--- src/rtl/arb_req_tracker_if.sv ---
// Bundle between the requesters/arbiter and arb_req_tracker.
// master = requester/arbiter side, slave = tracker side.
interface arb_req_tracker_if #(
  parameter int N = 4
) ();
  localparam int IW = (N > 1) ? $clog2(N) : 1;

  logic [N-1:0]  push;
  logic [N-1:0]  full;
  logic [N-1:0]  req;
  logic [N-1:0]  grant;
  logic          gnt_vld;
  logic [IW-1:0] gnt_idx;
  logic          pend_any;
  logic [N-1:0]  err_ovf;
  logic [N-1:0]  err_unf;
  logic          err_multi;

  modport master (
    output push, grant,
    input  full, req, gnt_vld, gnt_idx, pend_any, err_ovf, err_unf, err_multi
  );

  modport slave (
    input  push, grant,
    output full, req, gnt_vld, gnt_idx, pend_any, err_ovf, err_unf, err_multi
  );
endinterface

--- src/rtl/arb_req_tracker.sv ---
// Per-channel saturating pending counters feeding a round-robin arbiter's req vector.
// Define ARB_REQ_TRACKER_ERR_EN to build the sticky overflow/underflow/multi-grant flags.
module arb_req_tracker #(
  parameter int N  = 4,
  parameter int CW = 3
) (
  input  logic              clk,
  input  logic              rst,
  arb_req_tracker_if.slave  bus
);
  localparam int IW = (N > 1) ? $clog2(N) : 1;
  localparam logic [CW-1:0] CNT_MAX = {CW{1'b1}};

  logic [N-1:0][CW-1:0] cnt_q, cnt_d;
  logic [N-1:0]         full_w, req_w;
  logic                 gnt_vld_q, gnt_vld_d;
  logic [IW-1:0]        gnt_idx_q, gnt_idx_d;
  logic [IW-1:0]        idx_lo;

  // Push and grant on the same channel cancel, which also covers the full and empty corners.
  always_comb begin
    cnt_d = cnt_q;
    for (int i = 0; i < N; i++) begin
      if (bus.push[i] && !bus.grant[i]) begin
        if (cnt_q[i] != CNT_MAX) cnt_d[i] = cnt_q[i] + CW'(1);
      end else if (!bus.push[i] && bus.grant[i]) begin
        if (cnt_q[i] != '0) cnt_d[i] = cnt_q[i] - CW'(1);
      end
    end
  end

  for (genvar gi = 0; gi < N; gi++) begin : g_ch
    assign full_w[gi] = (cnt_q[gi] == CNT_MAX);
    assign req_w[gi]  = (cnt_q[gi] != '0);
  end

  always_comb begin
    idx_lo = '0;
    for (int i = N - 1; i >= 0; i--) begin
      if (bus.grant[i]) idx_lo = IW'(i);
    end
  end

  always_comb begin
    gnt_vld_d = |bus.grant;
    gnt_idx_d = gnt_idx_q;
    if (|bus.grant) gnt_idx_d = idx_lo;
  end

  always_ff @(posedge clk) begin
    if (rst) begin
      cnt_q     <= '0;
      gnt_vld_q <= 1'b0;
      gnt_idx_q <= '0;
    end else begin
      cnt_q     <= cnt_d;
      gnt_vld_q <= gnt_vld_d;
      gnt_idx_q <= gnt_idx_d;
    end
  end

  assign bus.full     = full_w;
  assign bus.req      = req_w;
  assign bus.pend_any = |req_w;
  assign bus.gnt_vld  = gnt_vld_q;
  assign bus.gnt_idx  = gnt_idx_q;

`ifdef ARB_REQ_TRACKER_ERR_EN
  logic [N-1:0] err_ovf_q, err_unf_q;
  logic         err_multi_q;
  logic         multi_w;

  assign multi_w = |(bus.grant & (bus.grant - N'(1)));

  always_ff @(posedge clk) begin
    if (rst) begin
      err_ovf_q   <= '0;
      err_unf_q   <= '0;
      err_multi_q <= 1'b0;
    end else begin
      err_ovf_q   <= err_ovf_q | (bus.push & ~bus.grant & full_w);
      err_unf_q   <= err_unf_q | (bus.grant & ~bus.push & ~req_w);
      err_multi_q <= err_multi_q | multi_w;
    end
  end

  assign bus.err_ovf   = err_ovf_q;
  assign bus.err_unf   = err_unf_q;
  assign bus.err_multi = err_multi_q;
`else
  assign bus.err_ovf   = '0;
  assign bus.err_unf   = '0;
  assign bus.err_multi = 1'b0;
`endif
endmodule
--- src/flat_wrapper.sv ---
// flat-port wrapper written by rule: the top's interface ports become plain ports
module arb_req_tracker_flat 
#(
  parameter int N  = 4,
  parameter int CW = 3
)
  (clk, rst, bus_push, bus_grant, bus_full, bus_req, bus_gnt_vld, bus_gnt_idx, bus_pend_any, bus_err_ovf, bus_err_unf, bus_err_multi);
  arb_req_tracker_if #(.N(N)) bus_i ();
  input  logic clk;
  input  logic rst;
  input wire logic [$bits(bus_i.push)-1:0] bus_push;
  input wire logic [$bits(bus_i.grant)-1:0] bus_grant;
  output wire logic [$bits(bus_i.full)-1:0] bus_full;
  output wire logic [$bits(bus_i.req)-1:0] bus_req;
  output wire logic [$bits(bus_i.gnt_vld)-1:0] bus_gnt_vld;
  output wire logic [$bits(bus_i.gnt_idx)-1:0] bus_gnt_idx;
  output wire logic [$bits(bus_i.pend_any)-1:0] bus_pend_any;
  output wire logic [$bits(bus_i.err_ovf)-1:0] bus_err_ovf;
  output wire logic [$bits(bus_i.err_unf)-1:0] bus_err_unf;
  output wire logic [$bits(bus_i.err_multi)-1:0] bus_err_multi;
  assign bus_i.push = bus_push;
  assign bus_i.grant = bus_grant;
  assign bus_full = bus_i.full;
  assign bus_req = bus_i.req;
  assign bus_gnt_vld = bus_i.gnt_vld;
  assign bus_gnt_idx = bus_i.gnt_idx;
  assign bus_pend_any = bus_i.pend_any;
  assign bus_err_ovf = bus_i.err_ovf;
  assign bus_err_unf = bus_i.err_unf;
  assign bus_err_multi = bus_i.err_multi;
  arb_req_tracker #(.N(N), .CW(CW)) u_core (.clk(clk), .rst(rst), .bus(bus_i));
endmodule
--- config.mk ---
export PLATFORM = sky130hd
export DESIGN_NAME = arb_req_tracker_flat
export DESIGN_NICKNAME = d
export VERILOG_FILES = /design/src/rtl/arb_req_tracker_if.sv /design/src/rtl/arb_req_tracker.sv /design/src/flat_wrapper.sv
export SDC_FILE = /design/constraint.sdc
export NUM_CORES = 1
export LEC_CHECK = 0
export CAP_MARGIN = 20
export CORE_UTILIZATION = 51
export DETAILED_ROUTE_END_ITERATION = 10
export PLACE_DENSITY = 0.84
export SETUP_SLACK_MARGIN = 0.2
export SLEW_MARGIN = 30
export SYNTH_ARGS = -nofsm -noshare
export SYNTH_HDL_FRONTEND = slang
export SYNTH_SLANG_ARGS = --single-unit
--- constraint.sdc ---
create_clock -name clk -period 3.54 [get_ports clk]
set_input_delay 0.354 -clock clk [delete_from_list [all_inputs] [get_ports clk]]
set_output_delay 0.354 -clock clk [all_outputs]
set_load 0.05 [all_outputs]
# [Word level (Yosys, flattened, before mapping)]
# Index checks and enable logic that the tools add are counted.
[totals] reg_bits=15 out_inout_bits=21 elab_cells=80
[classes] n_addsub=8 eq_ne=12 muxes=20 n_reduce_logical=34
[op_table] op="3-bit two-way mux" n=16
[op_table] op="2-bit nonzero test" n=8
[op_table] op="3-bit by 1-bit adder with 3-bit output (second input constant)" n=4
[op_table] op="3-bit equality test (second input constant)" n=4
[op_table] op="3-bit != test (second input constant)" n=4
[op_table] op="3-bit AND reduction" n=4
[op_table] op="3-bit nonzero test" n=4
[op_table] op="3-bit by 1-bit subtractor with 3-bit output (second input constant)" n=4
[op_table] op="1-bit logical AND" n=8
[op_table] op="1-bit logical NOT" n=8
[op_table] op="2-bit two-way mux" n=4
[op_table] op="2-bit != test (second input constant)" n=4
[op_table] op="4-bit OR reduction" n=2

# [Depth between registers and ports, before layout]
# Gate-level depths: netlist of run 1.
[depth] ltp_word=4 mapped_depth=7

# [Least setup slack after synthesis of run 1]
# OpenSTA, ideal clock, no wires.
[synth_path] kind="flip-flop to output port" from="reg u_core.cnt_q[0] (netlist bit)" to="out bus_pend_any" arrival_time_ns=1.775 required_ns=3.186 slack_ns=1.411 path_stages_with_launch=3 n_path_buf=0 path_cell_list="dfxtp_1 > or3_1 > or4_1"
[synth_via] elab_chain_cells=2
[synth_rtl] item="from (decl)" line="arb_req_tracker.sv:14" rtl="logic [N-1:0][CW-1:0] cnt_q, cnt_d;"
[synth_rtl] item="from (signal assigned)" line="arb_req_tracker.sv:56" rtl="cnt_q <= cnt_d;"
[synth_rtl] item="3-bit nonzero test" line="arb_req_tracker.sv:34" rtl="assign req_w[gi] = (cnt_q[gi] != '0);"
[synth_rtl] item="net bus_req[0]" line="flat_wrapper.sv:14" rtl="output wire logic [$bits(bus_i.req)-1:0] bus_req;"
[synth_rtl] item="4-bit OR reduction" line="arb_req_tracker.sv:64" rtl="assign bus.pend_any = |req_w;"
[synth_rtl] item="to (decl)" line="flat_wrapper.sv:17" rtl="output wire logic [$bits(bus_i.pend_any)-1:0] bus_pend_any;"
# The timed path passes the listed nets, and every way through them passes these cells.

# [Worst setup path in the final report of run 1]
[layout_path] from="reg u_core.cnt_q[6] (netlist bit)" to="out bus_pend_any"
[layout_via] elab_chain_cells=2
[layout_rtl] item="3-bit nonzero test" line="arb_req_tracker.sv:34"
[layout_rtl] item="4-bit OR reduction" line="arb_req_tracker.sv:64"
# No other way between the ends.

==> results.md, run 1 <==
* Yosys top cell by area: dfxtp_1
* Resized cells post-CTS at 0
* CTS tree: yes
* # IOs at 31
* Max-Cap Viols at 0
* CORE AREA at around 2000 sq um
* Synthesized area at 1160 sq um
* Die height at around 50 microns
* Fin cells at 205
* Share of cells above drive strength 1 at 0.0281
* DRC viols at 0
* Most frequent cells in the layout: nand2_1 (24), clkdlybuf4s50_1 (21), nor2_1 (19)
* Port Buffers at 21
* Max Root-Sink Buffers at 2
* Largest net degree at the start of global routing at 16
* Max VDD drop at 248 uV
* Antenna diodes at 0
* Crit-path cells: or3_4, or4_1, clkdlybuf4s50_1
* First drt pass iteration count at 4
* Commonest non-fill, non-tap cell in the layout: nand2_1
* Post-Place Cells at around 200
* CTS clk-pin slew, worst paths at 90 ps
* Mapped Cells at 160
* Fin Hold WS at around 560 ps
* Hold Vio Cnt, Final at 0
* Post-synthesis average cell area at between 7 and 8 sq um
* Synth Warn # at 0
* Sink Count at 15
* Overall routing resource usage at 0.211
* Fin worst setup slack at 821 ps
* CP Data Required Time at between 3000 and 4000 ps
* GPL Wtd Cong at 0.788
* Final core occ at 0.669
* DR WL/cell at 12.0 microns
* Drt total wl at about 2500 microns
* Flops & latches, synth at 15
* Detail Placement HPWL at roughly 1800 microns
* Startpoint Class: flop
* Max-slew headroom at 0.617
* Worst Tran Pin Value at 573 ps
* Synth unique cells at 31
* CP top delay family: simple AND/OR/NAND/NOR gates
* Remaining global-route overflow at 0
* CP max stage delay at between 700 and 800 ps
* Final setup fails at 0
* Place WS at 928 ps
* Hold_buf cts at 0
* Slew Viols, Final at 0
* CTS root buf: clkbuf_4
* Cell Rows at 16
* Fmax at 368 MHz
* Fill cells at around 200
* H-Tree Depth at 1
* Initial antenna violation count at 0
* Slowest cell on crit path: clkdlybuf4s50_1
* Number of vias per cell at roughly 5.7
* Number of buffers created by CTS at 3
* Area Overhead vs Synth at 17.7%
* Unrepaired setup endpoints after global routing: false
* First-pass GRT wire length at 4140 microns
* Static Leak at 0.511 nW
* Crit path max fanout at 9
* CP endpoint kind: output port
* Worst-Skew Late Latency at about 280 ps
* Worst hold-check path type: flop to flop
* DR iter-0 viols at 36
* Die area at 2470 sq um
* Seq/Total Area, Yosys at 0.259
* Top cells by area, synth: dfxtp_1 (26%), nand2_1 (7.8%), fa_1 (6.9%)
* CP Class: flop to output port
* Starting density of the core at 0.568
* Setup TNS at 0 ps
* Die width at 49.7 microns
* NumNets Final at 193
* Post-route ant nets at 0
* Via count at roughly 1.2k
* Setup Skew at 1.11 ps
* Fin crit period at about 2700 ps
* Status: finished clean
* Post-CTS Setup Bufs at 0
* Final Cycle Share at 0.768
* Worst Path Arrival at between 2000 and 2500 ps
* Vias in the first global route at between 900 and 1k
* Crit path buf inv count at 1
* Cell Pwr Density at approximately 420 nW/um^2
* Post-synth top area share at 0.259
[logic make-up (layout without fill, tap and decap cells)]
family                   Yosys count  in the layout  synth area share
AND/OR/NAND/NOR                   70             70             0.296
AO/OA/AOI/OAI                     45             45             0.242
buffers and inverters             21             31             0.101
flip-flops                        15             15             0.259
adder cells (fa/ha/maj)            4              4            0.0690
XOR/XNOR                           4              4            0.0302
other                              1              9           0.00323
[stage by stage]
step	area, sq um	power (mW)
3_3_place_gp	1340	0.473
5_1_grt	1370	0.615
3_5_place_dp	1340	0.480
4_1_cts	1370	0.579
6_report	1370	0.577
2_1_floorplan	1190	0.417
[per-layer routing]
metal  up-vias  global-route usage  part of all wire
met5         -                   0                 0
met4         0              0.0476            0.0057
met3         2              0.0525             0.040
met2        36               0.340              0.50
met1       540               0.284              0.46
li1        588                   -                 -
[path summary, 6_finish.rpt]
check / slack [ps] / startpoint / depth (start not counted) / to
worst max-delay path: 820 / u_core.cnt_q[6] / 3 / bus_pend_any
worst min-delay path: 560 / u_core.cnt_q[5] / 2 / u_core.cnt_q[3]
worst max register to register: 1780 / u_core.cnt_q[9] / 5 / u_core.cnt_q[11]
worst min register to register: 560 / u_core.cnt_q[5] / 2 / u_core.cnt_q[3]
[cell type report]
| type | count | area [sq um] | share of cell area |
|---|---|---|---|
| clock buffer | 4 | 26.3 | 0.0192 |
| inverter | 6 | 22.5 | 0.0165 |
| multi-input combinational | 132 | 772 | 0.566 |
| sequential | 15 | 300 | 0.220 |
| tap | 27 | 33.8 | 0.0247 |
| timing repair buffer | 21 | 210 | 0.154 |
[registers in the layout, indices dropped and copies added, names as in the netlist]
name	flops
u_core.bus.gnt_idx	2
u_core.cnt_q	12
u_core.bus.gnt_vld	1
[tightest hold or removal path, delay by kind of cell (launching register included)]
kind	cells	cell delay, ps
AND/OR/NAND/NOR	1	80
flip-flops	1	380
AO/OA/AOI/OAI	1	50
[power breakdown]
part	total (mW)	switching, mW	internal [mW]	leakage, nW
clock	0.0994	0.0557	0.0438	0.0150
combinational	0.259	0.163	0.0956	0.372
sequential	0.219	0.0327	0.186	0.124
[Yosys cell counts]
| library cell | count |
|---|---|
| or4b_1 | 2 |
| buf_4 | 9 |
| o211ai_1 | 6 |
| nand2b_1 | 8 |
| o21ai_0 | 11 |
| nand2_1 | 24 |
| o22ai_1 | 4 |
| nor2b_1 | 1 |
| nor4_1 | 2 |
| o32ai_1 | 1 |
| nand3b_1 | 1 |
| or3_4 | 1 |
| clkbuf_1 | 2 |
| or4_1 | 1 |
| dfxtp_1 | 15 |
| or3_1 | 2 |
| nor3_1 | 4 |
| a41o_1 | 1 |
| a2111oi_0 | 1 |
| xor2_1 | 4 |
| fa_1 | 4 |
| conb_1 | 1 |
| buf_2 | 4 |
| and3_2 | 1 |
| a22oi_1 | 3 |
| nor3b_1 | 1 |
| nor2_1 | 19 |
| a21oi_1 | 12 |
| inv_1 | 6 |
| and3_1 | 3 |
| a211oi_1 | 6 |
(Power assumes the default switching activity.)
==> inputs of run 2 (changes only) <==
--- a/config.mk
+++ b/config.mk
@@ -6,9 +6,9 @@
 export NUM_CORES = 1
 export LEC_CHECK = 0
 export CAP_MARGIN = 20
-export CORE_UTILIZATION = 51
+export CORE_UTILIZATION = 43
 export DETAILED_ROUTE_END_ITERATION = 10
-export PLACE_DENSITY = 0.84
+export PLACE_DENSITY = 0.75
 export SETUP_SLACK_MARGIN = 0.2
 export SLEW_MARGIN = 30
 export SYNTH_ARGS = -nofsm -noshare
==> constraint.sdc (replaced) <==
create_clock -name clk -period 2.35 [get_ports clk]
set_input_delay 0.235 -clock clk [delete_from_list [all_inputs] [get_ports clk]]
set_output_delay 0.235 -clock clk [all_outputs]
set_load 0.05 [all_outputs]
==> run 2 against run 1 <==
Net effect:
- via count up 0.51%
- clock skew grew 9.1 ps
- clock power is 62% higher
- largest cell class unchanged
- largest power group unchanged
- highest routed layer unchanged
==> results.md, run 2 (synthesis results as in run 1) <==
* CTS tree: yes
* CP endpoint kind: output port
* Hold_buf cts at 0 (unchanged)
* First-pass GRT wire length at 4200 microns (+1.3%)
* Setup TNS at 0 ps (unchanged)
* CORE AREA at 2520 sq um (+24%)
* Post-CTS Setup Bufs at 0 (unchanged)
* Setup Skew at 10.2 ps (+9.09 ps)
* Cell Pwr Density at 620 nW/um^2 (+47%)
* Max-slew headroom at 0.640 (+0.0233)
* Fin crit period at between 2000 and 2500 ps
* Worst-Skew Late Latency at 300 ps (+20 ps)
* Detail Placement HPWL at 1950 microns (+7.0%)
* Power, Total at 0.891 mW (+54%)
* Post-route ant nets at 0 (unchanged)
* Share of cells above drive strength 1 at 0.0811 (+0.0530)
* Most frequent cells in the layout: nand2_1 (24), nor2_1 (19), clkdlybuf4s50_1 (16)
* First drt pass iteration count at 4 (unchanged)
* Sink Count at 15 (unchanged)
* Final setup fails at 0 (unchanged)
* Antenna diodes at 0 (unchanged)
* Max reg flops at 12 (unchanged)
* Status: finished clean
* Die area at 2910 sq um (+18%)
* Number of vias per cell at 5.45 (-4.2%)
* Die width at 53.9 microns (+8.5%)
* Unrepaired setup endpoints after global routing: false
* Vias in the first global route at 958 (-1.1%)
* Static Leak at 0.606 nW (+19%)
* DR WL/cell at 12.3 microns (+2.7%)
* Via count at 1172 (+0.51%)
* Port Buffers at 21 (unchanged)
* Commonest non-fill, non-tap cell in the layout: nand2_1
* Max-Cap Viols at 0 (unchanged)
* Max Root-Sink Buffers at 2 (unchanged)
* Crit path max fanout at 9 (unchanged)
* Slew Viols, Final at 0 (unchanged)
* Max VDD drop at 469 uV (+89%)
* Overall routing resource usage at 0.199 (-0.0128)
* Number of buffers created by CTS at 3 (unchanged)
* Die height at 53.9 microns (+8.5%)
* Startpoint Class: flop
* Final Cycle Share at 0.888
* CP Data Required Time at 2120 ps (-1070 ps)
* # IOs at 31 (unchanged)
* Worst Path Arrival at 1850 ps (-510 ps)
* Worst hold-check path type: flop to flop
* Drt total wl at 2640 microns (+7.8%)
* Largest net degree at the start of global routing at 16 (unchanged)
* NumNets Final at 200 (+3.6%)
* Post-Place Cells at 211 (+5.0%)
* Starting density of the core at 0.460 (-0.108)
* Largest Register: u_core.cnt_q
* H-Tree Depth at 1 (unchanged)
* Hold Vio Cnt, Final at 0 (unchanged)
* Remaining global-route overflow at 0 (unchanged)
* DR iter-0 viols at 25 (-31%)
* DRC viols at 0 (unchanged)
* GPL Wtd Cong at 0.775 (-1.6%)
* Fmax at between 400 and 500 MHz
* Fin cells at 215 (+4.9%)
* Area Overhead vs Synth at 23.9%
* CTS root buf: clkbuf_4
* Initial antenna violation count at 0 (unchanged)
* CTS clk-pin slew, worst paths at 110 ps (+20 ps)
* Worst Tran Pin Value at 538 ps (-34.9 ps)
* Cell Rows at 18 (+2)
* CP Class: flop to output port
-- run 2: report_power, final --
group / switching [mW] / internal (mW) / total, mW
Sequential: 0.0508 / 0.281 / 0.331
Clock: 0.0960 / 0.0649 / 0.161
Combinational: 0.248 / 0.151 / 0.399
-- run 2: metrics by stage --
stage,utilization,instance area [sq um],hold slack (ps),setup slack (ps)
after floorplan,-,1190,312,340
after global placement,0.552,1390,530,235
after detailed placement,0.552,1390,540,134
after CTS,0.564,1420,557,249
after global routing,0.570,1440,596,208
final,0.570,1440,552,264
-- run 2: worst paths after layout --
check        cells after the start               end             from  slack (ps)
max                              3      bus_pend_any  u_core.cnt_q[6]         260
min                              2   u_core.cnt_q[3]  u_core.cnt_q[5]         550
max reg2reg                      5  u_core.cnt_q[11]  u_core.cnt_q[9]         510
min reg2reg                      2   u_core.cnt_q[3]  u_core.cnt_q[5]         550
-- run 2: final cells by class --
type	count	area, sq um
repair buffers	28	270
well taps	30	37.5
multi-input cells	132	777
clock inverters	1	7.51
flip-flops and latches	15	300
inverters	6	22.5
fillers	246	1080
clock buffers	3	22.5
-- run 2: repair_timing --
item                                    CTS  global route
hold endpoints to repair                  0             0
resized for setup                         0             5
endpoints found under the setup margin    0             5
-- run 2: worst max-delay path, cell delays in order, from the launching register on --
cell     delay [ps]
dfxtp_1         410
or3_4           430
or4_1           520
buf_4           200
-- run 2: routing by layer --
metal  vias up  wire length (microns)  GRT usage
li1        597                      -          -
met1       551                   1170      0.220
met2        20                   1360      0.372
met3         4                     87     0.0452
met4         0                     25     0.0526
met5         -                      0          0
==> inputs of run 3 (changes only) <==
--- a/config.mk
+++ b/config.mk
@@ -6,10 +6,11 @@
 export NUM_CORES = 1
 export LEC_CHECK = 0
 export CAP_MARGIN = 20
-export CORE_UTILIZATION = 43
+export CORE_UTILIZATION = 48
 export DETAILED_ROUTE_END_ITERATION = 10
-export PLACE_DENSITY = 0.75
+export PLACE_DENSITY = 0.79
 export SETUP_SLACK_MARGIN = 0.2
+export SKIP_CTS_REPAIR_TIMING = 1
 export SLEW_MARGIN = 30
 export SYNTH_ARGS = -nofsm -noshare
 export SYNTH_HDL_FRONTEND = slang
==> constraint.sdc (replaced) <==
create_clock -name clk -period 2 [get_ports clk]
set_input_delay 0.2 -clock clk [delete_from_list [all_inputs] [get_ports clk]]
set_output_delay 0.2 -clock clk [all_outputs]
set_load 0.05 [all_outputs]
==> run 3 against run 2 <==
Net effect:
- via count increased by 5.1%
- clock skew decreased by 6.1 ps
- die area decreased by 10%
- non-clock buffer count increased by 8
- hold slack got worse by 230 ps
- flip-flop and latch count unchanged
- utilization increased by 11 points
- critical endpoint unchanged
- largest cell class unchanged
- largest power group unchanged
==> results.md, run 3 (synthesis results as in run 1) <==
* Die area at 2620 sq um (-10%)
* Max VDD drop at 512 uV (+9.0%)
* Reg-to-reg endpoint: u_core.cnt_q[8]
* Status: finished clean
* Worst hold-check path type: primary input to flop
* Area Overhead vs Synth at 31.4%
* Crit-path cells: or3_4, or4_4, buf_6
* Fill cells at 190 (-23%)
* R2r worst-path depth at 6 (+1)
* CTS clk-pin slew, worst paths at 90 ps (-20 ps)
* Commonest non-fill, non-tap cell in the layout: nand2_1
* CORE AREA at 2250 sq um (-11%)
* Hold EP: u_core.bus.gnt_idx[1]
* Via count at 1232 (+5.1%)
* CP max stage delay at 540 ps (+20 ps)
* CP top delay family: simple AND/OR/NAND/NOR gates
* Multi-input logic area at 810 sq um (+4.2%)
* Number of vias per cell at 5.57 (+2.3%)
* Largest Register: u_core.cnt_q
* Die height at 51.2 microns (-5.2%)
* Hold Vio Cnt, Final at 0 (unchanged)
* Startpoint Class: flop
* CP Class: flop to output port
* Cell Pwr Density at 708 nW/um^2 (+14%)
* DR WL/cell at 12.8 microns (+4.4%)
* Remaining global-route overflow at 0 (unchanged)
* Most frequent cells in the layout: nand2_1 (24), buf_4 (20), nor2_1 (19)
* GPL Wtd Cong at 0.815 (+5.2%)
* Drt total wl at 2830 microns (+7.3%)
* Fin Hold WS at 322 ps (-230 ps)
* Unrepaired setup endpoints after global routing: true
* First drt pass iteration count at 4 (unchanged)
* Max Root-Sink Buffers at 2 (unchanged)
* Number of buffers created by CTS at 3 (unchanged)
* Slowest cell on crit path: or4_4
* Fmax at just over 500 MHz
* First-pass GRT wire length at 4730 microns (+13%)
* Max-Cap Viols at 0 (unchanged)
* Post-DP Area at 1450 sq um (+3.9%)
* Slew Viols, Final at 0 (unchanged)
* Share of cells above drive strength 1 at 0.192 (+0.111)
* Die width at 51.2 microns (-5.2%)
* Worst Tran Pin Value at 515 ps (-23.0 ps)
* NumNets Final at 208 (+4.0%)
* Fin crit period at between 1500 and 2000 ps
* Final Cycle Share at 0.977
* WHS Path Cells at 3 (+1)
* # IOs at 31 (unchanged)
* Sink Count at 15 (unchanged)
* Static Leak at 0.678 nW (+12%)
* CTS root buf: clkbuf_4
* Crit path buf inv count at 1 (unchanged)
* CTS tree: yes
* DR iter-0 viols at 20 (-20%)
* Storage element area at 304 sq um (+1.3%)
* H-Tree Depth at 1 (unchanged)
* Port Buffers at 21 (unchanged)
* CP Data Required Time at 1800 ps (-320 ps)
* Vias in the first global route at 1111 (+16%)
* R2r setup slk at 360 ps (-150 ps)
* R2r startpoint: u_core.cnt_q[6]
* Crit path max fanout at 7 (-2)
* Max-slew headroom at 0.656 (+0.0159)
* Largest net degree at the start of global routing at 12 (-4)
* Overall routing resource usage at 0.237 (+0.0384)
* HP Start: bus_grant[1]
* Detail Placement HPWL at 2040 microns (+4.6%)
* DRC viols at 0 (unchanged)
* Starting density of the core at 0.514 (+0.0546)
* Initial antenna violation count at 0 (unchanged)
* Worst-Skew Late Latency at 280 ps (-20 ps)
* Cell area after layout at 1520 sq um (+6.0%)
* Worst Path Arrival at 1750 ps (-100 ps)
* Max reg flops at 12 (unchanged)
* CP Launch Point: u_core.cnt_q[7]
* Setup Skew at 4.15 ps (-6.05 ps)
* Final setup fails at 0 (unchanged)
* Cell Rows at 17 (-1)
* CP endpoint kind: output port
* Antenna diodes at 0 (unchanged)
* Post-route ant nets at 0 (unchanged)
run 3: worst max-delay path by stage:
stage | endpoint | slack [ps] | cells after the start
after floorplan | u_core.cnt_q[5] | 200 | 7
after global placement | u_core.cnt_q[5] | -20 | 7
after global routing | bus_pend_any | 2 | 3
final | bus_pend_any | 50 | 3
after detailed placement | u_core.cnt_q[5] | -80 | 7
after CTS | bus_req[0] | -30 | 2
run 3: routing by layer:
metal | wire (microns) | part of all wire | track usage | up-vias
met5 | 0 | 0 | 0 | -
met4 | 8 | 0.0028 | 0.0463 | 0
met3 | 78 | 0.028 | 0.0536 | 2
met2 | 1470 | 0.52 | 0.401 | 24
met1 | 1270 | 0.45 | 0.306 | 589
li1 | - | - | - | 617
run 3: area by class of cell:
type | instances | area share
clock buffer | 4 | 0.0172
timing repair buffer | 36 | 0.214
sequential | 15 | 0.200
tap | 28 | 0.0230
multi-input combinational | 132 | 0.531
inverter | 6 | 0.0148
run 3: worst min-delay path, cell delays in order:
cell            delay [ps]
dlymetal6s2s_1         110
buf_4                  190
nor4_1                  70
run 3: stage by stage:
stage | utilization | cells | setup slack [ps] | setup TNS [ps] | total power [mW]
finish | 0.676 | 221 | 46.5 | 0 | 1.08
global route | 0.676 | 221 | 1.99 | 0 | 1.15
CTS | 0.653 | 221 | -34.8 | -60.4 | 1.06
global placement | 0.642 | 217 | -23.5 | -27.1 | 0.872
floorplan | - | 168 | 204 | 0 | 0.748
detailed placement | 0.642 | 217 | -80.3 | -144 | 0.886
run 3: report_power, final:
part | total (mW) | internal (mW) | switching, mW
registers | 0.386 | 0.331 | 0.0543
logic | 0.517 | 0.207 | 0.310
clock network | 0.177 | 0.0774 | 0.0998
total | 1.08 | 0.615 | 0.464
